==> config.mk <==
export PLATFORM = sky130hd
export DESIGN_NAME = apb_cmd_master
export DESIGN_NICKNAME = d
export VERILOG_FILES = /design/src/rtl/apb_pkg.sv /design/src/rtl/apb_watchdog.sv /design/src/rtl/apb_cmd_master.sv
export SDC_FILE = /design/constraint.sdc
export NUM_CORES = 1
export LEC_CHECK = 0
export BUFFER_PORTS_ARGS = -buffer_cell sky130_fd_sc_hd__buf_2
export CORE_MARGIN = 2
export CORE_UTILIZATION = 42
export DETAILED_ROUTE_END_ITERATION = 10
export PLACE_DENSITY = 0.76
export SYNTH_ARGS = -nofsm -noshare
export SYNTH_HDL_FRONTEND = slang
export SYNTH_SLANG_ARGS = --single-unit
==> constraint.sdc <==
create_clock -name pclk -period 1.8 [get_ports pclk]
set_clock_uncertainty 0.15 [all_clocks]
set_input_delay 0 -clock pclk [delete_from_list [all_inputs] [get_ports pclk]]
set_output_delay 0 -clock pclk [all_outputs]
set_load 0.02 [all_outputs]
==> src/rtl/apb_pkg.sv <==
// Shared types and bridge register map for the APB command master and its models.
package apb_pkg;

  typedef enum logic [1:0] {IDLE, SETUP, ACCESS, RESP} apb_state_t;

  localparam int unsigned CMD_ADDR_WIDTH = 10;

  typedef struct packed {
    logic                      write;
    logic [CMD_ADDR_WIDTH-1:0] addr;
    logic [31:0]               wdata;
    logic [3:0]                strb;
  } apb_cmd_t;

  typedef struct packed {
    logic [31:0] rdata;
    logic        err;
    logic        timeout;
  } apb_rsp_t;

  localparam logic [CMD_ADDR_WIDTH-1:0] DATA_REG_ADDR   = 10'd5;
  localparam logic [CMD_ADDR_WIDTH-1:0] CONFIG_REG_ADDR = 10'd6;
  localparam logic [CMD_ADDR_WIDTH-1:0] STATUS_REG_ADDR = 10'd7;

endpackage

==> src/rtl/apb_watchdog.sv <==
// Saturating stall counter; flags the stall cycle that reaches TIMEOUT_CYCLES (0 = never).
module apb_watchdog #(
  parameter int unsigned TIMEOUT_CYCLES = 16,
  parameter int unsigned CNT_WIDTH      = $clog2(TIMEOUT_CYCLES + 1)
) (
  input  logic pclk,
  input  logic preset_n,
  input  logic clear,
  input  logic enable,
  output logic expired
);

  localparam int unsigned CntW = (CNT_WIDTH < 1) ? 1 : CNT_WIDTH;
  localparam logic [CntW-1:0] LastCount =
    CntW'((TIMEOUT_CYCLES == 0) ? 0 : TIMEOUT_CYCLES - 1);

  logic [CntW-1:0] cnt_q, cnt_d;

  always_comb begin
    cnt_d = cnt_q;
    if (clear) begin
      cnt_d = '0;
    end else if (enable && (cnt_q != '1)) begin
      cnt_d = cnt_q + 1'b1;
    end
  end

  always_ff @(posedge pclk or negedge preset_n) begin
    if (!preset_n) begin
      cnt_q <= '0;
    end else begin
      cnt_q <= cnt_d;
    end
  end

  // Fires on the stall edge that would bring the count to TIMEOUT_CYCLES.
  assign expired = (TIMEOUT_CYCLES != 0) && enable && (cnt_q == LastCount);

endmodule

==> src/rtl/apb_cmd_master.sv <==
// APB4 requester: one SETUP/ACCESS transfer per command, response held until consumed.
module apb_cmd_master
  import apb_pkg::*;
#(
  parameter int unsigned ADDR_WIDTH     = 10,
  parameter int unsigned TIMEOUT_CYCLES = 16,
  parameter int unsigned CNT_WIDTH      = $clog2(TIMEOUT_CYCLES + 1)
) (
  input  logic                  pclk,
  input  logic                  preset_n,
  input  logic                  cmd_valid,
  output logic                  cmd_ready,
  input  logic                  cmd_write,
  input  logic [ADDR_WIDTH-1:0] cmd_addr,
  input  logic [31:0]           cmd_wdata,
  input  logic [3:0]            cmd_strb,
  output logic                  rsp_valid,
  input  logic                  rsp_ready,
  output logic [31:0]           rsp_rdata,
  output logic                  rsp_err,
  output logic                  rsp_timeout,
  output logic [ADDR_WIDTH-1:0] paddr,
  output logic                  psel,
  output logic                  penable,
  output logic                  pwrite,
  output logic [31:0]           pwdata,
  output logic [3:0]            pstrb,
  input  logic                  pready,
  input  logic [31:0]           prdata,
  input  logic                  pslverr
);

  apb_state_t            state_q, state_d;
  logic [ADDR_WIDTH-1:0] paddr_q, paddr_d;
  logic                  pwrite_q, pwrite_d;
  logic [31:0]           pwdata_q, pwdata_d;
  logic [3:0]            pstrb_q, pstrb_d;
  logic                  psel_q, psel_d;
  logic                  penable_q, penable_d;
  logic                  rsp_valid_q, rsp_valid_d;
  apb_rsp_t              rsp_q, rsp_d;

  logic cmd_fire, in_access, access_done, wd_enable, wd_expired;

  assign cmd_ready   = (state_q == IDLE);
  assign cmd_fire    = cmd_ready && cmd_valid;
  assign in_access   = (state_q == ACCESS) && psel_q && penable_q;
  assign access_done = in_access && pready;
  assign wd_enable   = in_access && !pready;

  apb_watchdog #(
    .TIMEOUT_CYCLES(TIMEOUT_CYCLES),
    .CNT_WIDTH     (CNT_WIDTH)
  ) u_watchdog (
    .pclk    (pclk),
    .preset_n(preset_n),
    .clear   (cmd_fire),
    .enable  (wd_enable),
    .expired (wd_expired)
  );

  always_ff @(posedge pclk or negedge preset_n) begin
    if (!preset_n) begin
      state_q <= IDLE;
    end else begin
      state_q <= state_d;
    end
  end

  always_comb begin
    state_d = state_q;
    unique case (state_q)
      IDLE:    if (cmd_valid) state_d = SETUP;
      SETUP:   state_d = ACCESS;
      ACCESS:  if (access_done || wd_expired) state_d = RESP;
      RESP:    if (rsp_ready) state_d = IDLE;
      default: state_d = IDLE;
    endcase
  end

  always_comb begin
    paddr_d     = paddr_q;
    pwrite_d    = pwrite_q;
    pwdata_d    = pwdata_q;
    pstrb_d     = pstrb_q;
    psel_d      = psel_q;
    penable_d   = penable_q;
    rsp_valid_d = rsp_valid_q;
    rsp_d       = rsp_q;
    unique case (state_q)
      IDLE: begin
        if (cmd_valid) begin
          paddr_d   = cmd_addr;
          pwrite_d  = cmd_write;
          pwdata_d  = cmd_write ? cmd_wdata : 32'h0;
          pstrb_d   = cmd_write ? cmd_strb : 4'h0;
          psel_d    = 1'b1;
          penable_d = 1'b0;
        end
      end
      SETUP: penable_d = 1'b1;
      ACCESS: begin
        // A completion on the abort edge takes priority over the watchdog.
        if (access_done) begin
          rsp_d.rdata   = pwrite_q ? 32'h0 : prdata;
          rsp_d.err     = pslverr;
          rsp_d.timeout = 1'b0;
          psel_d        = 1'b0;
          penable_d     = 1'b0;
          rsp_valid_d   = 1'b1;
        end else if (wd_expired) begin
          rsp_d.rdata   = 32'h0;
          rsp_d.err     = 1'b1;
          rsp_d.timeout = 1'b1;
          psel_d        = 1'b0;
          penable_d     = 1'b0;
          rsp_valid_d   = 1'b1;
        end
      end
      RESP: if (rsp_ready) rsp_valid_d = 1'b0;
      default: begin
        psel_d      = 1'b0;
        penable_d   = 1'b0;
        rsp_valid_d = 1'b0;
      end
    endcase
  end

  always_ff @(posedge pclk or negedge preset_n) begin
    if (!preset_n) begin
      paddr_q     <= '0;
      pwrite_q    <= 1'b0;
      pwdata_q    <= '0;
      pstrb_q     <= '0;
      psel_q      <= 1'b0;
      penable_q   <= 1'b0;
      rsp_valid_q <= 1'b0;
      rsp_q       <= '0;
    end else begin
      paddr_q     <= paddr_d;
      pwrite_q    <= pwrite_d;
      pwdata_q    <= pwdata_d;
      pstrb_q     <= pstrb_d;
      psel_q      <= psel_d;
      penable_q   <= penable_d;
      rsp_valid_q <= rsp_valid_d;
      rsp_q       <= rsp_d;
    end
  end

  assign paddr       = paddr_q;
  assign pwrite      = pwrite_q;
  assign pwdata      = pwdata_q;
  assign pstrb       = pstrb_q;
  assign psel        = psel_q;
  assign penable     = penable_q;
  assign rsp_valid   = rsp_valid_q;
  assign rsp_rdata   = rsp_q.rdata;
  assign rsp_err     = rsp_q.err;
  assign rsp_timeout = rsp_q.timeout;

endmodule

==> impl_metrics.ini, run 1 <==
[worst_hold_path]
holdPathEnd = pstrb[2]$_DFFE_PN0P_
hold_path.class = in2reg
hold_start = cmd_write
worstHoldPathCells = 3

[floorplan]
die_w_um = 97.5
start_util_pct = 42.7
row_count = 34
design.die.area_um2 = 9510
fp.coreArea_um2 = 8590
die_y_um = 97.5
pin_count = 170

[layout]
fill_cells = 595
num_antenna_cells = 0
final_nets = 711
regArea_um2 = 2280
multi_input_area_um2 = 1340
drive_above_1_share_pct = 36.5
area_delta_synth_final_pct = 62.4

[yosys]
ys_types = 32
synth_nets = 447
ys.flop_type = dfrtp_1
synthCells = 353
synth_area_per_cell_um2 = 10.4
yosys.area.top_type = dfrtp_1
synth-edff-count = 0
ys_async_sr_fraction_pct = 100
yosysWarnings = 0
yosysTopAreaCellShare_pct = 62.0
yosys_register_bits = 91
syn_area_um2 = 3670
seq_area_frac_synth_pct = 62.0
synth_area_leaders = dfrtp_1, nand2_1, a22o_1, nand3_1, ha_1

[setup_path]
cp.required_ps = 1890
crit_path_end_kind = flip-flop
cp-start-kind = flip-flop
path_cells = ha_2 > and3_4 > ha_4 > o211ai_1 > a221oi_2 > mux2_4
slowest_delay_ps = 370
reg2reg_slack_ps = -140
r2r_end = state_q[1]$_DFFE_PN0P_
worstSetupPathType = reg2reg
r2r-start = u_watchdog.cnt_q[0]$_DFFE_PN0P_
crit_slowest_cell = dfrtp_1
rr_worst_depth = 6
worst-path-max-fanout = 2
critPathArrivalTime_ps = 2030

[timing]
clock.fmax_mhz = 515
period_share_pct = 108
rsz0062_at_grt = yes
max_slew.worst_pin.slew_ps = 652
setup_ws_ps = -141
tns_ps = -1740
hold_violations = 0
slew_viol_final = 0
finalSetupViolCount = 36
period_needed_ps = 1940
maxSlewHeadroom_pct = 56.6

[power]
irDropWorstVdd_mv = 0.464
powerDensity_nw_per_um2 = 639
power_w = 0.00381
p_leak_nw = 3.38

[grt]
overflow = 0
grt_pass1_vias = 3791
grt_first_pass_wirelength_mm = 18.3
antenna_found_initial = 0
grt_max_degree = 92
track_usage_pct = 23.6

[detailed_routing]
drt-total-wl_mm = 11.5
drtPass1Iterations = 4
via_count = 3765
via_per_inst = 5.16
drc = 0
drtIter0Drc = 147
wl_per_cell_um = 15.8
antenna_left = 0

[placement]
dpl.hpwl_mm = 6.00
gp_congestion = 0.767
io_buffers = 169

[clock_network]
cts.htree.levels = 3
clk_latency_ps = 350
cts_buffer_depth = 2
clkSinkCount = 91
cts.clk_slew.worst_paths_ps = 100
root_buffer = clkbuf_8
numCtsBuffers = 9
cts_tree = yes

[status]
violations = setup timing
status = finished, violations left

[job]
drv_cap = 0
## cells in the mapped netlist (2+ instances only)
cell type and count:
a21oi_1 9, a22o_1 33, a2bb2oi_1 2, and3_1 3, buf_2 4, clkbuf_1 16, dfrtp_1 91, ha_1 9
inv_1 6, nand2_1 109, nand3_1 41, nor2_1 5, nor3_1 3, o211ai_1 2, o21ai_0 3
## area by class of cell
type,instances,area share [%]
clock inverters,5,1.01
well taps,108,2.27
flip-flops and latches,91,38.2
clock buffers,11,2.54
repair buffers,277,33.1
multi-input cells,232,22.5
inverters,6,0.378
## how the worst max path moves through the flow
stage / to / cells past startpoint / slack [ps] / start
2_1_floorplan: state_q[1]$_DFFE_PN0P_ / 6 / -100 / u_watchdog.cnt_q[0]$_DFFE_PN0P_
3_3_place_gp: state_q[1]$_DFFE_PN0P_ / 6 / -140 / u_watchdog.cnt_q[0]$_DFFE_PN0P_
3_5_place_dp: state_q[1]$_DFFE_PN0P_ / 6 / -230 / u_watchdog.cnt_q[0]$_DFFE_PN0P_
4_1_cts: state_q[1]$_DFFE_PN0P_ / 6 / -160 / u_watchdog.cnt_q[0]$_DFFE_PN0P_
5_1_grt: state_q[1]$_DFFE_PN0P_ / 6 / -210 / u_watchdog.cnt_q[0]$_DFFE_PN0P_
6_report: state_q[1]$_DFFE_PN0P_ / 6 / -140 / u_watchdog.cnt_q[0]$_DFFE_PN0P_
## flip-flops by register name, indices dropped and copies added (netlist names), 2 cells and up
register and cells:
rsp_rdata 32, pstrb 4, paddr 10, state_q 2, pwdata 32, u_watchdog.cnt_q 5
## worst max-delay path: cells and delay by family, from the launching register on
kind	cells	cell delay (ps)
DFF	1	370
AOI/OAI and AO/OA	2	470
and+or+nand+nor	1	210
adders and majority gates	2	310
muxes	1	330
## power breakdown
group	leakage [nW]	internal, W	switching [W]
clock network	0.106	0.000724	0.000718
logic	2.03	0.000197	0.000124
registers	1.24	0.00204	0.00000190
## cells in the final DEF (no fill, tap or decap), types with 2 or more instances in the layout
cell type	instances
buf_2	168
nand2_1	108
dfrtp_1	91
dlygate4sd3_1	83
nand3_1	41
a22o_1	33
buf_4	16
clkbuf_8	11
a21oi_1	7
inv_1	5
ha_1	5
buf_12	5
nor2_1	4
nor3_1	3
buf_6	3
and3_1	2
o21ai_1	2
a21oi_2	2
o211ai_1	2
ha_2	2
ha_4	2
clkbuf_16	2
## logic make-up (layout without fill, tap and decap cells)
kind of cell | Yosys count | count (layout) | synth area share, %
AO/OA/AOI/OAI | 53 | 53 | 11.3
adder cells (fa/ha/maj) | 9 | 9 | 3.07
buffers and inverters | 30 | 299 | 3.54
flip-flops | 91 | 91 | 62.0
multiplexers | 2 | 2 | 0.579
AND/OR/NAND/NOR | 168 | 168 | 19.5
## routing by layer
layer	routed length [um]	vias up	global-route usage [%]
li1	-	1721	-
met1	4710	1805	30.7
met2	5590	208	38.6
met3	918	31	5.40
met4	298	0	8.76
met5	0	-	0
## per-stage QoR
stage | instances | util (%) | setup WS (ps) | instance area [um2] | hold slack [ps]
after floorplan | 353 | - | -97.0 | 3720 | -446
after global placement | 619 | 55.3 | -144 | 4750 | -70.9
after detailed placement | 619 | 55.3 | -232 | 4750 | -63.4
after CTS | 722 | 67.9 | -156 | 5830 | 31.3
after global routing | 730 | 69.4 | -212 | 5960 | 66.2
final | 730 | 69.4 | -141 | 5960 | 51.6
## repair_timing
action	in CTS	in global routing
gates cloned	0	4
hold endpoints to repair	178	0
gates resized for setup	4	8
pin swaps	7	17
setup buffers	4	4
hold buffers	83	0
setup endpoints to repair	5	60
Note: power is estimated with default switching activity, not from simulation.
==> inputs of run 2 (changes only) <==
- BUFFER_PORTS_ARGS: -buffer_cell sky130_fd_sc_hd__buf_2 -> not set
- CORE_UTILIZATION: 42 -> 56
- DONT_BUFFER_PORTS: not set -> 1
- PLACE_DENSITY: 0.76 -> 0.74
==> impl_metrics.ini, run 2 (synthesis results as in run 1) <==
[clock_network]
postCtsHoldBufs = 84
clkSinkCount = 91
cts.clk_slew.worst_paths_ps = 90
cts_buffer_depth = 2
numCtsBuffers = 9
cts_tree = yes
root_buffer = clkbuf_8
clk_latency_ps = 350
cts.htree.levels = 3

[setup_path]
worstSetupPathType = reg2reg
slowest_delay_ps = 370
crit_slowest_cell = dfrtp_1
cp_num_buf_inv = 0
cp-start-kind = flip-flop
rr_worst_depth = 6
cp-startpoint = u_watchdog.cnt_q[1]$_DFFE_PN0P_
crit_family = compound AO/OA/AOI/OAI gates
cp.required_ps = 1890
critPathArrivalTime_ps = 2050
crit_path_end_kind = flip-flop
path_cells = ha_2 > and3_4 > ha_4 > o211ai_1 > a221oi_2 > mux2_4
worst-path-max-fanout = 2
r2r-start = u_watchdog.cnt_q[1]$_DFFE_PN0P_
reg2reg_slack_ps = -160
r2r_end = state_q[1]$_DFFE_PN0P_

[floorplan]
die_y_um = 85.0
fp.coreArea_um2 = 6350
die_w_um = 85.0
pin_count = 170
start_util_pct = 57.8
design.die.area_um2 = 7220
row_count = 29

[power]
p_leak_nw = 2.58
power_frac_comb_pct = 5.1
power.switching_w = 0.000804
clkPwrFrac_pct = 40.7
switching_share_pct = 21.3
powerDensity_nw_per_um2 = 748
power_w = 0.00378
p_int_w = 0.00297
seqPwrFrac_pct = 54.2
irDropWorstVdd_mv = 0.583

[layout]
final_cell_mix = nand2_1, dfrtp_1, dlygate4sd3_1, nand3_1, a22o_1
num_antenna_cells = 0
multi_input_area_um2 = 1350
instances_no_fill = 527
fill_cells = 374
final_common_cell = nand2_1
area_delta_synth_final_pct = 37.4
drive_above_1_share_pct = 12.2
regArea_um2 = 2280
final_nets = 539

[timing]
tns_ps = -1110
hold_violations = 91
clock.fmax_mhz = 510
slew_viol_final = 0
maxSlewHeadroom_pct = 75.2
period_share_pct = 109
period_needed_ps = 1960
hold-worst-slack_ps = -819
max_slew.worst_pin.slew_ps = 370
finalSetupViolCount = 32
rsz0062_at_grt = yes
setup_ws_ps = -160

[status]
status = finished, violations left
violations = hold timing, setup timing

[grt]
overflow = 0
grt_first_pass_wirelength_mm = 15.6
track_usage_pct = 27.2
antenna_found_initial = 0
grt_pass1_vias = 3131
grt_max_degree = 92

[placement]
dpl.hpwl_mm = 5.17
io_buffers = 0
dp.cells = 420
pre_cts_ws_ps = -181
gp_congestion = 0.869

[detailed_routing]
antenna_left = 0
drt-total-wl_mm = 9.75
drtIter0Drc = 144
drtPass1Iterations = 4
wl_per_cell_um = 18.5
via_per_inst = 5.66
via_count = 2981
drc = 0

[worst_hold_path]
hold_path.class = in2async

[job]
drv_cap = 0
==> run 2: cell count changes in the layout (fill, tap and decap cells not counted), sizes merged <==
cell | previous run | this run
inv | 7 | 8
clkbuf | 13 | 10
bufinv | 1 | 2
buf | 192 | 21
==> run 2: layout make-up <==
type / count / share of cell area, %
repair buffers: 105 / 21.5
multi-input cells: 232 / 26.6
inverters: 6 / 0.446
well taps: 77 / 1.91
clock inverters: 7 / 1.96
clock buffers: 9 / 2.45
flip-flops and latches: 91 / 45.1
==> run 2: worst max path at each step <==
stage / to / slack (ps) / cells after the start
after floorplan: state_q[1]$_DFFE_PN0P_ / -100 / 6
after global placement: state_q[1]$_DFFE_PN0P_ / -110 / 6
after detailed placement: state_q[1]$_DFFE_PN0P_ / -180 / 6
after CTS: u_watchdog.cnt_q[3]$_DFFE_PN0P_ / -140 / 6
after global routing: state_q[1]$_DFFE_PN0P_ / -220 / 6
final: state_q[1]$_DFFE_PN0P_ / -160 / 6
==> run 2: repair_timing <==
item,in CTS,in global routing
setup buffers,3,2
hold endpoints to repair,182,91
gates cloned,1,1
resized for setup,5,6
pin swaps,5,3
endpoints found under the setup margin,36,38
==> run 2: worst reg2reg max path, cell delays in order, from the launching register on <==
cell and delay, ps:
dfrtp_1 370, ha_2 180, and3_4 200, ha_4 130, o211ai_1 130, a221oi_2 340
mux2_4 340
==> run 2: power groups by stage <==
stage	clock network [W]	registers, W	logic, W
6_report	0.00154	0.00205	0.000193
5_1_grt	0.00165	0.00205	0.000204
4_1_cts	0.00155	0.00205	0.000184
3_5_place_dp	0	0.00209	0.0000130
3_3_place_gp	0	0.00209	0.0000126
2_1_floorplan	0	0.00209	0.0000256
==> run 2: per-stage QoR <==
stage / util [%] / hold slack (ps) / instance area [um2]
6_report: 79.5 / -819 / 5050
3_5_place_dp: 60.8 / -444 / 3860
4_1_cts: 78.8 / -829 / 5000
3_3_place_gp: 60.8 / -444 / 3860
2_1_floorplan: - / -446 / 3720
5_1_grt: 79.5 / -844 / 5050
==> run 2: metal layers <==
metal  vias up  track usage, %  wire [um]
met5         -               0          0
met4         0            9.96        172
met2       170            45.2       4850
met1      1419            34.1       3830
li1       1378               -          -
met3        14            7.68        896
==> inputs of run 3 (changes only) <==
- HOLD_SLACK_MARGIN: not set -> 0.1
- SYNTH_HIERARCHICAL: not set -> 1
==> impl_metrics.ini, run 3 <==
[grt]
grt_first_pass_wirelength_mm = 16.6
grt_max_degree = 92
antenna_found_initial = 0
track_usage_pct = 29.2
grt_pass1_vias = 3287
overflow = 0

[placement]
gp_congestion = 0.819
io_buffers = 0
dpl.hpwl_mm = 5.40
dp.cells = 420

[clock_network]
root_buffer = clkbuf_8
cts_tree = yes
cts.htree.levels = 3
cts_buffer_depth = 2
clkSinkCount = 91
cts.clk_slew.worst_paths_ps = 90
postCtsHoldBufs = 83
clk_latency_ps = 340
numCtsBuffers = 9

[detailed_routing]
drc = 0
drtPass1Iterations = 4
drtIter0Drc = 156
wl_per_cell_um = 19.9
via_count = 3025
antenna_left = 0
drt-total-wl_mm = 10.6
via_per_inst = 5.69

[timing]
period_share_pct = 114
rsz0062_at_grt = yes
period_needed_ps = 2050
finalSetupViolCount = 41
slew_viol_final = 0
hold-worst-slack_ps = -808
setup_ws_ps = -248
maxSlewHeadroom_pct = 69.1
clock.fmax_mhz = 488
hold_violations = 95
max_slew.worst_pin.slew_ps = 462

[yosys]
synth_nets = 437
synth-edff-count = 0
synthCells = 343
ys_async_sr_fraction_pct = 100
yosys.area.top_type = dfrtp_1
syn_area_um2 = 3730
yosys_register_bits = 91
synth_common_cells = nand2_1, dfrtp_1, nand3_1, a22o_1, ha_1
synth_most_common_cell = nand2_1
ys_types = 38
seq_area_frac_synth_pct = 61.1
synth_area_leaders = dfrtp_1, nand2_1, a22o_1, nand3_1, ha_1
yosysTopAreaCellShare_pct = 61.1
yosysWarnings = 6
ys.flop_type = dfrtp_1
synth_area_per_cell_um2 = 10.9

[setup_path]
critPathArrivalTime_ps = 2170
crit_slowest_cell = dfrtp_1
slowest_delay_ps = 390
crit_path_end_kind = flip-flop
crit_family = simple AND/OR/NAND/NOR gates
worst-path-max-fanout = 6
cp_num_buf_inv = 2
cp-start-kind = flip-flop
path_cells = ha_2 > and3_4 > ha_4 > and2_4 > a31oi_4 > nand2b_4 > buf_12 > clkbuf_16 > a22o_1
cp.required_ps = 1920
worstSetupPathType = reg2reg

[floorplan]
pin_count = 170
die_w_um = 85.6
fp.coreArea_um2 = 6390
row_count = 29
design.die.area_um2 = 7320
start_util_pct = 58.4
die_y_um = 85.6

[layout]
instances_no_fill = 532
final_nets = 544
area_delta_synth_final_pct = 40.7
final_common_cell = nand2_1
final_cell_mix = nand2_1, dfrtp_1, dlygate4sd3_1, nand3_1, a22o_1
num_antenna_cells = 0
drive_above_1_share_pct = 17.8

[power]
p_leak_nw = 2.62
irDropWorstVdd_mv = 1.35
powerDensity_nw_per_um2 = 1610

[status]
status = finished, violations left
violations = hold timing, setup timing

[worst_hold_path]
hold_path.class = in2async

[job]
drv_cap = 0
==> run 3: cell types whose count changed after synthesis, sizes merged, moves of 4 or more <==
cell	before	now
clkbuf	17	7
buf	7	15
a21oi	9	3
nand3	41	37
nor2	5	9
==> run 3: cell families after synthesis <==
logic type,count (synthesis),synth area share [%]
compound gates,43,10.1
fa+ha+maj,9,3.02
simple gates,165,19.5
buf+inv,29,4.63
mux,4,1.17
xor+xnor,2,0.470
flops,91,61.1
==> run 3: layer usage <==
| metal | GRT usage (%) | vias to the layer above | share of wire [%] |
|---|---|---|---|
| li1 | - | 1367 | - |
| met1 | 34.9 | 1480 | 36 |
| met2 | 50.3 | 158 | 53 |
| met3 | 9.34 | 20 | 8.9 |
| met4 | 9.52 | 0 | 1.9 |
| met5 | 0 | - | 0 |
==> run 3: worst paths after layout <==
kind / from / end / slack, ps / cells past startpoint
max reg2reg: u_watchdog/cnt_q[1]$_DFFE_PN0P_ / rsp_rdata[19]$_DFFE_PN0P_ / -250 / 9
min reg2reg: state_q[1]$_DFFE_PN0P_ / state_q[1]$_DFFE_PN0P_ / 460 / 1
min: preset_n / rsp_rdata[0]$_DFFE_PN0P_ / -810 / 0
min in group pclk: pready / rsp_timeout$_DFFE_PN0P_ / -360 / 1
max in group asynchronous: preset_n / pstrb[0]$_DFFE_PN0P_ / 2180 / 0
max: u_watchdog/cnt_q[1]$_DFFE_PN0P_ / rsp_rdata[19]$_DFFE_PN0P_ / -250 / 9
==> run 3: layout make-up <==
class	instances	area, um2
inverters	7	26.3
multi-input cells	224	1420
repair buffers	117	1220
well taps	77	96.3
flip-flops and latches	91	2280
fillers	377	1140
clock buffers	11	141
clock inverters	5	61.3
==> run 3: power by group <==
group / switching [W] / total [W] / leakage (nW) / internal [W]
registers: 0.00179 / 0.00472 / 1.18 / 0.00293
logic: 0.00117 / 0.00234 / 1.35 / 0.00117
clock network: 0.000704 / 0.00139 / 0.0922 / 0.000686
==> run 3: through the flow <==
stage	utilization, %	cell area, um2	setup TNS, ps	worst slack [ps]	power, W
detailed placement	61.0	3900	-6510	-210	0.00652
floorplan	-	3780	-8380	-252	0.00592
finish	82.1	5250	-6290	-248	0.00845
CTS	80.9	5170	-5540	-201	0.00824
global placement	61.0	3900	-4500	-139	0.00641
global route	82.1	5250	-9740	-330	0.00891
==> run 3: timing repair <==
action / in CTS / in global routing
gates resized for setup: 16 / 14
pin swaps: 8 / 11
endpoints found under the hold margin: 182 / 99
cloned: 3 / 1
setup endpoints to repair: 40 / 82
buffers inserted: 8 / 4
